--- src/rtl/dlx_alu_issue_if.sv ---
// Bundle of the instruction-in, ALU-side and writeback-side signals of the
// DLX execute-stage issue controller. The controller uses the master view;
// the surrounding pipeline/ALU/writeback use the slave view.
interface dlx_alu_issue_if;
  // instruction / operand offer
  logic [31:0] instr;
  logic [31:0] rs1_val;
  logic [31:0] rs2_val;
  logic        in_valid;
  logic        in_ready;
  // ALU initiator side
  logic [3:0]  alu_i;
  logic        alu_ex;
  logic [31:0] alu_op1;
  logic [31:0] alu_op2;
  logic [31:0] alu_res;
  logic        alu_carry;
  logic        alu_z;
  // writeback side
  logic        wb_valid;
  logic        wb_ready;
  logic [4:0]  wb_rd;
  logic        wb_we;
  logic [31:0] wb_data;
  logic        wb_carry;
  logic        wb_z;
  logic        err;

  modport master (
    input  instr, rs1_val, rs2_val, in_valid, alu_res, alu_carry, alu_z, wb_ready,
    output in_ready, alu_i, alu_ex, alu_op1, alu_op2,
           wb_valid, wb_rd, wb_we, wb_data, wb_carry, wb_z, err
  );

  modport slave (
    output instr, rs1_val, rs2_val, in_valid, alu_res, alu_carry, alu_z, wb_ready,
    input  in_ready, alu_i, alu_ex, alu_op1, alu_op2,
           wb_valid, wb_rd, wb_we, wb_data, wb_carry, wb_z, err
  );
endinterface

--- src/rtl/dlx_alu_issue.sv ---
// DLX execute-stage issue controller: decodes one R/I-type ALU instruction,
// strobes the ALU, waits ALU_LAT edges, then holds the captured result for
// writeback. At most one instruction is in flight.
module dlx_alu_issue #(
  parameter int ALU_LAT = 1  // 1..4
) (
  input  logic           clk,
  input  logic           rst_n,
  dlx_alu_issue_if.master bus
);

  localparam logic [1:0] S_IDLE  = 2'd0;
  localparam logic [1:0] S_ISSUE = 2'd1;
  localparam logic [1:0] S_WAIT  = 2'd2;
  localparam logic [1:0] S_WB    = 2'd3;

  localparam logic [3:0] OP_ADD = 4'd0,  OP_SUB = 4'd1,  OP_AND = 4'd2,  OP_OR  = 4'd3;
  localparam logic [3:0] OP_XOR = 4'd4,  OP_SLL = 4'd5,  OP_SRL = 4'd6,  OP_SRA = 4'd7;
  localparam logic [3:0] OP_SEQ = 4'd8,  OP_SNE = 4'd9,  OP_SLT = 4'd10, OP_SGT = 4'd11;
  localparam logic [3:0] OP_SLE = 4'd12, OP_SGE = 4'd13;

  logic [1:0]  state_q, state_d;
  logic [2:0]  cnt_q, cnt_d;
  logic [3:0]  alu_i_q, alu_i_d;
  logic [31:0] alu_op1_q, alu_op1_d;
  logic [31:0] alu_op2_q, alu_op2_d;
  logic [4:0]  rd_q, rd_d;
  logic [4:0]  wb_rd_q, wb_rd_d;
  logic        wb_we_q, wb_we_d;
  logic [31:0] wb_data_q, wb_data_d;
  logic        wb_carry_q, wb_carry_d;
  logic        wb_z_q, wb_z_d;
  logic        err_q, err_d;

  logic        dec_legal;
  logic [3:0]  dec_op;
  logic [31:0] dec_op1, dec_op2;
  logic [4:0]  dec_rd;
  logic [5:0]  opc, func;
  logic [15:0] imm;

  // Decode the offered word into ALU opcode, operands and destination.
  always_comb begin
    opc       = bus.instr[31:26];
    func      = bus.instr[5:0];
    imm       = bus.instr[15:0];
    dec_legal = 1'b1;
    dec_op    = OP_ADD;
    dec_op1   = bus.rs1_val;
    dec_op2   = {{16{imm[15]}}, imm};
    dec_rd    = bus.instr[20:16];
    if (opc == 6'h00) begin
      dec_op2 = bus.rs2_val;
      dec_rd  = bus.instr[15:11];
      case (func)
        6'h20, 6'h21: dec_op = OP_ADD;
        6'h22, 6'h23: dec_op = OP_SUB;
        6'h24:        dec_op = OP_AND;
        6'h25:        dec_op = OP_OR;
        6'h26:        dec_op = OP_XOR;
        6'h04:        dec_op = OP_SLL;
        6'h06:        dec_op = OP_SRL;
        6'h07:        dec_op = OP_SRA;
        6'h28:        dec_op = OP_SEQ;
        6'h29:        dec_op = OP_SNE;
        6'h2A:        dec_op = OP_SLT;
        6'h2B:        dec_op = OP_SGT;
        6'h2C:        dec_op = OP_SLE;
        6'h2D:        dec_op = OP_SGE;
        default:      dec_legal = 1'b0;
      endcase
    end else begin
      case (opc)
        // sign-extended immediate (default dec_op2)
        6'h08: dec_op = OP_ADD;
        6'h0A: dec_op = OP_SUB;
        6'h18: dec_op = OP_SEQ;
        6'h19: dec_op = OP_SNE;
        6'h1A: dec_op = OP_SLT;
        6'h1B: dec_op = OP_SGT;
        6'h1C: dec_op = OP_SLE;
        6'h1D: dec_op = OP_SGE;
        // zero-extended immediate
        6'h09: begin dec_op = OP_ADD; dec_op2 = {16'h0, imm}; end
        6'h0B: begin dec_op = OP_SUB; dec_op2 = {16'h0, imm}; end
        6'h0C: begin dec_op = OP_AND; dec_op2 = {16'h0, imm}; end
        6'h0D: begin dec_op = OP_OR;  dec_op2 = {16'h0, imm}; end
        6'h0E: begin dec_op = OP_XOR; dec_op2 = {16'h0, imm}; end
        // shift amount from the low five immediate bits
        6'h14: begin dec_op = OP_SLL; dec_op2 = {27'h0, imm[4:0]}; end
        6'h16: begin dec_op = OP_SRL; dec_op2 = {27'h0, imm[4:0]}; end
        6'h17: begin dec_op = OP_SRA; dec_op2 = {27'h0, imm[4:0]}; end
        // LHI is an ADD of zero and the immediate placed in the upper half
        6'h0F: begin dec_op = OP_ADD; dec_op1 = 32'h0; dec_op2 = {imm, 16'h0}; end
        default: dec_legal = 1'b0;
      endcase
    end
  end

  // Next-state: IDLE -> ISSUE -> WAIT (ALU_LAT edges) -> WB -> IDLE.
  always_comb begin
    state_d    = state_q;
    cnt_d      = cnt_q;
    alu_i_d    = alu_i_q;
    alu_op1_d  = alu_op1_q;
    alu_op2_d  = alu_op2_q;
    rd_d       = rd_q;
    wb_rd_d    = wb_rd_q;
    wb_we_d    = wb_we_q;
    wb_data_d  = wb_data_q;
    wb_carry_d = wb_carry_q;
    wb_z_d     = wb_z_q;
    err_d      = 1'b0;
    case (state_q)
      S_IDLE: begin
        if (bus.in_valid) begin
          if (dec_legal) begin
            alu_i_d   = dec_op;
            alu_op1_d = dec_op1;
            alu_op2_d = dec_op2;
            rd_d      = dec_rd;
            state_d   = S_ISSUE;
          end else begin
            err_d = 1'b1;
          end
        end
      end
      S_ISSUE: begin
        cnt_d   = 3'(ALU_LAT);
        state_d = S_WAIT;
      end
      S_WAIT: begin
        if (cnt_q == 3'd1) begin
          wb_rd_d    = rd_q;
          wb_we_d    = (rd_q != 5'd0);
          wb_data_d  = bus.alu_res;
          wb_carry_d = bus.alu_carry;
          wb_z_d     = bus.alu_z;
          state_d    = S_WB;
        end else begin
          cnt_d = cnt_q - 3'd1;
        end
      end
      default: begin  // S_WB
        if (bus.wb_ready) state_d = S_IDLE;
      end
    endcase
  end

  // State and datapath registers; async reset discards any in-flight work.
  always_ff @(posedge clk or negedge rst_n) begin
    if (!rst_n) begin
      state_q    <= S_IDLE;
      cnt_q      <= 3'd0;
      alu_i_q    <= 4'd0;
      alu_op1_q  <= 32'd0;
      alu_op2_q  <= 32'd0;
      rd_q       <= 5'd0;
      wb_rd_q    <= 5'd0;
      wb_we_q    <= 1'b0;
      wb_data_q  <= 32'd0;
      wb_carry_q <= 1'b0;
      wb_z_q     <= 1'b0;
      err_q      <= 1'b0;
    end else begin
      state_q    <= state_d;
      cnt_q      <= cnt_d;
      alu_i_q    <= alu_i_d;
      alu_op1_q  <= alu_op1_d;
      alu_op2_q  <= alu_op2_d;
      rd_q       <= rd_d;
      wb_rd_q    <= wb_rd_d;
      wb_we_q    <= wb_we_d;
      wb_data_q  <= wb_data_d;
      wb_carry_q <= wb_carry_d;
      wb_z_q     <= wb_z_d;
      err_q      <= err_d;
    end
  end

  assign bus.in_ready = (state_q == S_IDLE);
  assign bus.alu_ex   = (state_q == S_ISSUE);
  assign bus.alu_i    = alu_i_q;
  assign bus.alu_op1  = alu_op1_q;
  assign bus.alu_op2  = alu_op2_q;
  assign bus.wb_valid = (state_q == S_WB);
  assign bus.wb_rd    = wb_rd_q;
  assign bus.wb_we    = wb_we_q;
  assign bus.wb_data  = wb_data_q;
  assign bus.wb_carry = wb_carry_q;
  assign bus.wb_z     = wb_z_q;
  assign bus.err      = err_q;

endmodule
--- src/flat_wrapper.sv ---
// flat-port wrapper written by rule: the top's interface ports become plain ports
module dlx_alu_issue_flat 
#(
  parameter int ALU_LAT = 1         
)
  (clk, rst_n, bus_instr, bus_rs1_val, bus_rs2_val, bus_in_valid, bus_alu_res, bus_alu_carry, bus_alu_z, bus_wb_ready, bus_in_ready, bus_alu_i, bus_alu_ex, bus_alu_op1, bus_alu_op2, bus_wb_valid, bus_wb_rd, bus_wb_we, bus_wb_data, bus_wb_carry, bus_wb_z, bus_err);
  dlx_alu_issue_if bus_i ();
  input  logic clk;
  input  logic rst_n;
  input wire logic [$bits(bus_i.instr)-1:0] bus_instr;
  input wire logic [$bits(bus_i.rs1_val)-1:0] bus_rs1_val;
  input wire logic [$bits(bus_i.rs2_val)-1:0] bus_rs2_val;
  input wire logic [$bits(bus_i.in_valid)-1:0] bus_in_valid;
  input wire logic [$bits(bus_i.alu_res)-1:0] bus_alu_res;
  input wire logic [$bits(bus_i.alu_carry)-1:0] bus_alu_carry;
  input wire logic [$bits(bus_i.alu_z)-1:0] bus_alu_z;
  input wire logic [$bits(bus_i.wb_ready)-1:0] bus_wb_ready;
  output wire logic [$bits(bus_i.in_ready)-1:0] bus_in_ready;
  output wire logic [$bits(bus_i.alu_i)-1:0] bus_alu_i;
  output wire logic [$bits(bus_i.alu_ex)-1:0] bus_alu_ex;
  output wire logic [$bits(bus_i.alu_op1)-1:0] bus_alu_op1;
  output wire logic [$bits(bus_i.alu_op2)-1:0] bus_alu_op2;
  output wire logic [$bits(bus_i.wb_valid)-1:0] bus_wb_valid;
  output wire logic [$bits(bus_i.wb_rd)-1:0] bus_wb_rd;
  output wire logic [$bits(bus_i.wb_we)-1:0] bus_wb_we;
  output wire logic [$bits(bus_i.wb_data)-1:0] bus_wb_data;
  output wire logic [$bits(bus_i.wb_carry)-1:0] bus_wb_carry;
  output wire logic [$bits(bus_i.wb_z)-1:0] bus_wb_z;
  output wire logic [$bits(bus_i.err)-1:0] bus_err;
  assign bus_i.instr = bus_instr;
  assign bus_i.rs1_val = bus_rs1_val;
  assign bus_i.rs2_val = bus_rs2_val;
  assign bus_i.in_valid = bus_in_valid;
  assign bus_i.alu_res = bus_alu_res;
  assign bus_i.alu_carry = bus_alu_carry;
  assign bus_i.alu_z = bus_alu_z;
  assign bus_i.wb_ready = bus_wb_ready;
  assign bus_in_ready = bus_i.in_ready;
  assign bus_alu_i = bus_i.alu_i;
  assign bus_alu_ex = bus_i.alu_ex;
  assign bus_alu_op1 = bus_i.alu_op1;
  assign bus_alu_op2 = bus_i.alu_op2;
  assign bus_wb_valid = bus_i.wb_valid;
  assign bus_wb_rd = bus_i.wb_rd;
  assign bus_wb_we = bus_i.wb_we;
  assign bus_wb_data = bus_i.wb_data;
  assign bus_wb_carry = bus_i.wb_carry;
  assign bus_wb_z = bus_i.wb_z;
  assign bus_err = bus_i.err;
  dlx_alu_issue #(.ALU_LAT(ALU_LAT)) u_core (.clk(clk), .rst_n(rst_n), .bus(bus_i));
endmodule
--- config.mk ---
export PLATFORM = sky130hd
export DESIGN_NAME = dlx_alu_issue_flat
export DESIGN_NICKNAME = d
export VERILOG_FILES = /design/src/rtl/dlx_alu_issue_if.sv /design/src/rtl/dlx_alu_issue.sv /design/src/flat_wrapper.sv
export SDC_FILE = /design/constraint.sdc
export NUM_CORES = 1
export LEC_CHECK = 0
export CORE_MARGIN = 2
export CORE_UTILIZATION = 43
export DETAILED_ROUTE_END_ITERATION = 10
export HOLD_SLACK_MARGIN = 0.15
export PLACE_DENSITY = 0.77
export SLEW_MARGIN = 20
export SYNTH_ARGS = -nofsm -noshare
export SYNTH_HDL_FRONTEND = slang
export SYNTH_SLANG_ARGS = --single-unit
--- constraint.sdc ---
create_clock -name clk -period 2.1 [get_ports clk]
set_input_delay 0.21 -clock clk [delete_from_list [all_inputs] [get_ports clk]]
set_output_delay 0.21 -clock clk [all_outputs]
set_load 0.1 [all_outputs]
==> Implementation_results.wiki <==
{| class="wikitable"
! Metric !! Value
|-
| Run status || finished clean
|-
| Required time reported for the critical path endpoint || about 2.4 ns
|-
| Worst R2R Setup Slack || 0.07 ns
|-
| FFs w/ async S/R, synth || 100%
|-
| Initial cell density of the core || 44.4%
|-
| Seq cells post-synth || roughly 120
|-
| DPL Wire Length || about 13 mm
|-
| Number of maximum-capacitance constraint violations || 0
|-
| Type of the worst setup path || reg -> reg
|-
| Leading cell types in the layout, fill and taps excluded || buf_4, clkdlybuf4s50_1, dfrtp_1
|-
| Critical R2R Capture || u_core.bus.alu_op2[1]
|-
| Count of warnings emitted by yosys || 0
|-
| Sequential area share after synthesis || 50.3%
|-
| Die height || 121 um
|-
| Kind of launch point of the worst setup path || register
|-
| Violation count after the first detailed-routing iteration || roughly 260
|-
| Endpoints failing setup || 0
|-
| Worst max-slew margin expressed relative to the limit || 61.4%
|-
| Setup TNS || 0 ns
|-
| Number of diodes added for antenna fixing || 0
|-
| Non-filler instance count after layout || about 1000
|-
| Reg2Reg Depth || 7
|-
| Most frequent standard cell in the layout excluding fill and tap cells || buf_4
|-
| Cells after synthesis || 521
|-
| Storage element area || approximately 0.003 mm2
|-
| Port Buffer Count || 240
|-
| Number of placed instances, taps included || 949
|-
| Primary flip-flop cell chosen by synthesis mapping || dfrtp_1
|-
| Cts bufs inserted || 17
|-
| Total global routing track utilization || between 20% and 30%
|-
| Detailed-route DRC error count || 0
|-
| Die outline width || 121 um
|-
| Share of layout cells above drive strength 1 || 35.9%
|-
| Top-level I/O count || between 200 and 250
|-
| Clock edge transition at the registers on the reported setup and hold paths || around 0.05 ns
|-
| Number of synthesized flops with an enable pin || 0
|-
| Vias || 5123
|-
| # nets final || approximately 950
|-
| Final wirelength || about 18 mm
|-
| GP Congestion || 0.878
|-
| Filler cell count || just under 1000
|-
| Final worst clock skew || between 0.01 and 0.015 ns
|-
| Worst min-delay path category || in -> async
|-
| Arrival time of data at the critical path endpoint || ~2.3 ns
|-
| Transition at the pin with the smallest max-transition slack || 0.579 ns
|-
| Post-synthesis cell type count || 49
|-
| H-Tree Level Count || 4
|-
| Buffer cell driving the clock tree root || clkbuf_16
|-
| Mean post-synth cell area || around 11 um2
|-
| Final critical delay including setup and external delays || a little over 2 ns
|-
| Area of the die || between 0.01 and 0.015 mm2
|-
| Total area of multi-input combinational cells || 0.00267 mm2
|-
| DR vias/cell || 5.17
|-
| Net count after synthesis || between 600 and 700
|-
| Fraction of the cycle the final worst path needs || ~97%
|-
| Initial DRT Pass Iterations || 4
|-
| Cell Area, Synth || ~0.0059 mm2
|-
| Via count of the first global-routing pass || between 5000 and 6000
|-
| Worst reg2reg path startpoint || u_core.state_q[0]
|-
| Detailed-route wire length per cell || approximately 18 um
|-
| Final Hold Violating Endpoints || 0
|-
| DRT antenna net count || 0
|-
| Critical Path Sink Type || register
|-
| First-pass GRT wire length || about 27 mm
|-
| Antenna violations before repair || 0
|-
| Worst setup endpoint || u_core.bus.alu_op2[1]
|-
| Critical Path Start || u_core.state_q[0]
|-
| Placeable core area || ~0.013 mm2
|-
| Number of max-slew violations in the final report || 0
|-
| TritonCTS clock tree || built
|-
| Clk sink count || between 100 and 150
|-
| Pin count of the biggest net entering global routing || 43
|-
| CP max FO || 7
|-
| Grt ovf || 0
|-
| Maximum clock frequency || between 400 and 500 MHz
|-
| Clock Tree Buf Depth || 2
|-
| Area Overhead vs Synth || 59.1%
|-
| Site Rows || 42
|-
| Source-to-sink clock delay at the later pin of the worst-skew pair || around 0.41 ns
|}
repair_timing:
item                                    CTS  global route
cloned                                    0             5
pin swaps                                 0             3
endpoints found under the hold margin    38             0
hold buffers                              1             0
setup buffers                             0             8
resized for setup                         2            20
endpoints found under the setup margin   19            65
cell families after synthesis:
group           share of synthesized area, %
simple gates                            9.23
flops                                   50.3
mux                                     23.5
buf+inv                                 5.85
compound gates                          9.35
fa+ha+maj                               1.27
xor+xnor                               0.591
area by class of cell:
type	instances	area share, %
sequential	119	31.6
inverter	45	1.79
multi-input combinational	321	28.3
clock buffer	23	5.07
tap	176	2.34
clock inverter	4	0.770
timing repair buffer	302	30.1
through the flow:
stage / hold slack, ns / utilization, % / area, um2 / setup WS [ns]
after global placement: 0.235 / 64.4 / 8600 / -0.368
after detailed placement: 0.251 / 64.4 / 8600 / -0.443
final: 0.348 / 70.7 / 9430 / 0.0701
after floorplan: -0.0856 / - / 5960 / -0.0461
after global routing: 0.352 / 70.7 / 9430 / -0.00799
after CTS: 0.337 / 68.7 / 9170 / 0.00131
sequential cells by signal, indices dropped and copies added, names as in the netlist, 2 cells and up:
register and flops:
u_core.cnt_q 3, u_core.bus.alu_op2 32, u_core.bus.wb_data 32, u_core.rd_q 5, u_core.state_q 2, u_core.bus.alu_op1 32, u_core.bus.wb_rd 5, u_core.bus.alu_i 4
Yosys cell counts, types with 2 or more instances:
library cell	n	share of area (%)
a21oi_1	17	1.4
a221o_1	15	2.5
a22o_1	5	0.74
nand3_1	4	0.34
nand2_1	75	4.8
inv_1	45	2.9
nor2_1	13	0.82
a22oi_1	2	0.25
mux2_4	37	9.4
or4_1	2	0.25
a311oi_1	2	0.30
o211ai_1	3	0.38
ha_1	6	1.3
nor2b_1	6	0.63
xnor2_1	3	0.44
or3_1	2	0.21
and3b_1	2	0.30
buf_2	4	0.34
a31oi_1	3	0.32
mux2_2	43	8.2
a32oi_1	2	0.30
o21ai_0	12	1.0
dfrtp_1	119	50
a21boi_0	2	0.25
nor3_1	3	0.25
o22ai_1	2	0.21
clkbuf_1	26	1.6
buf_6	5	0.95
nand2b_1	4	0.42
a211oi_1	2	0.25
mux2i_1	35	5.9
nand3b_1	3	0.38
worst max-delay path: stages, from the launching register on:
cell,delay [ns]
dfrtp_2,0.44
inv_2,0.11
ha_4,0.20
nand2_1,0.12
nor3_4,0.35
clkbuf_16,0.21
buf_4,0.14
mux2_2,0.33
worst min-delay path by stage:
stage / start / end / slack (ns) / cells past startpoint
floorplan: rst_n / u_core.bus.alu_i[0] / -0.09 / 0
global placement: rst_n / u_core.cnt_q[1] / 0.24 / 1
detailed placement: rst_n / u_core.bus.alu_op2[28] / 0.25 / 1
CTS: bus_rs1_val[2] / u_core.bus.alu_op1[2] / 0.34 / 3
global route: bus_rs1_val[1] / u_core.bus.alu_op1[1] / 0.35 / 3
finish: rst_n / u_core.cnt_q[2] / 0.35 / 2
metal layers:
layer	track usage (%)	wire [um]	vias up
met4	7.54	278	0
met3	8.18	1660	19
met2	42.3	9290	229
li1	-	-	2378
met1	27.8	7090	2497
met5	0	0	-
Power is left out: the tool's default activity adds up to more than one toggle a clock period on the data nets, which glitch-free logic cannot reach.
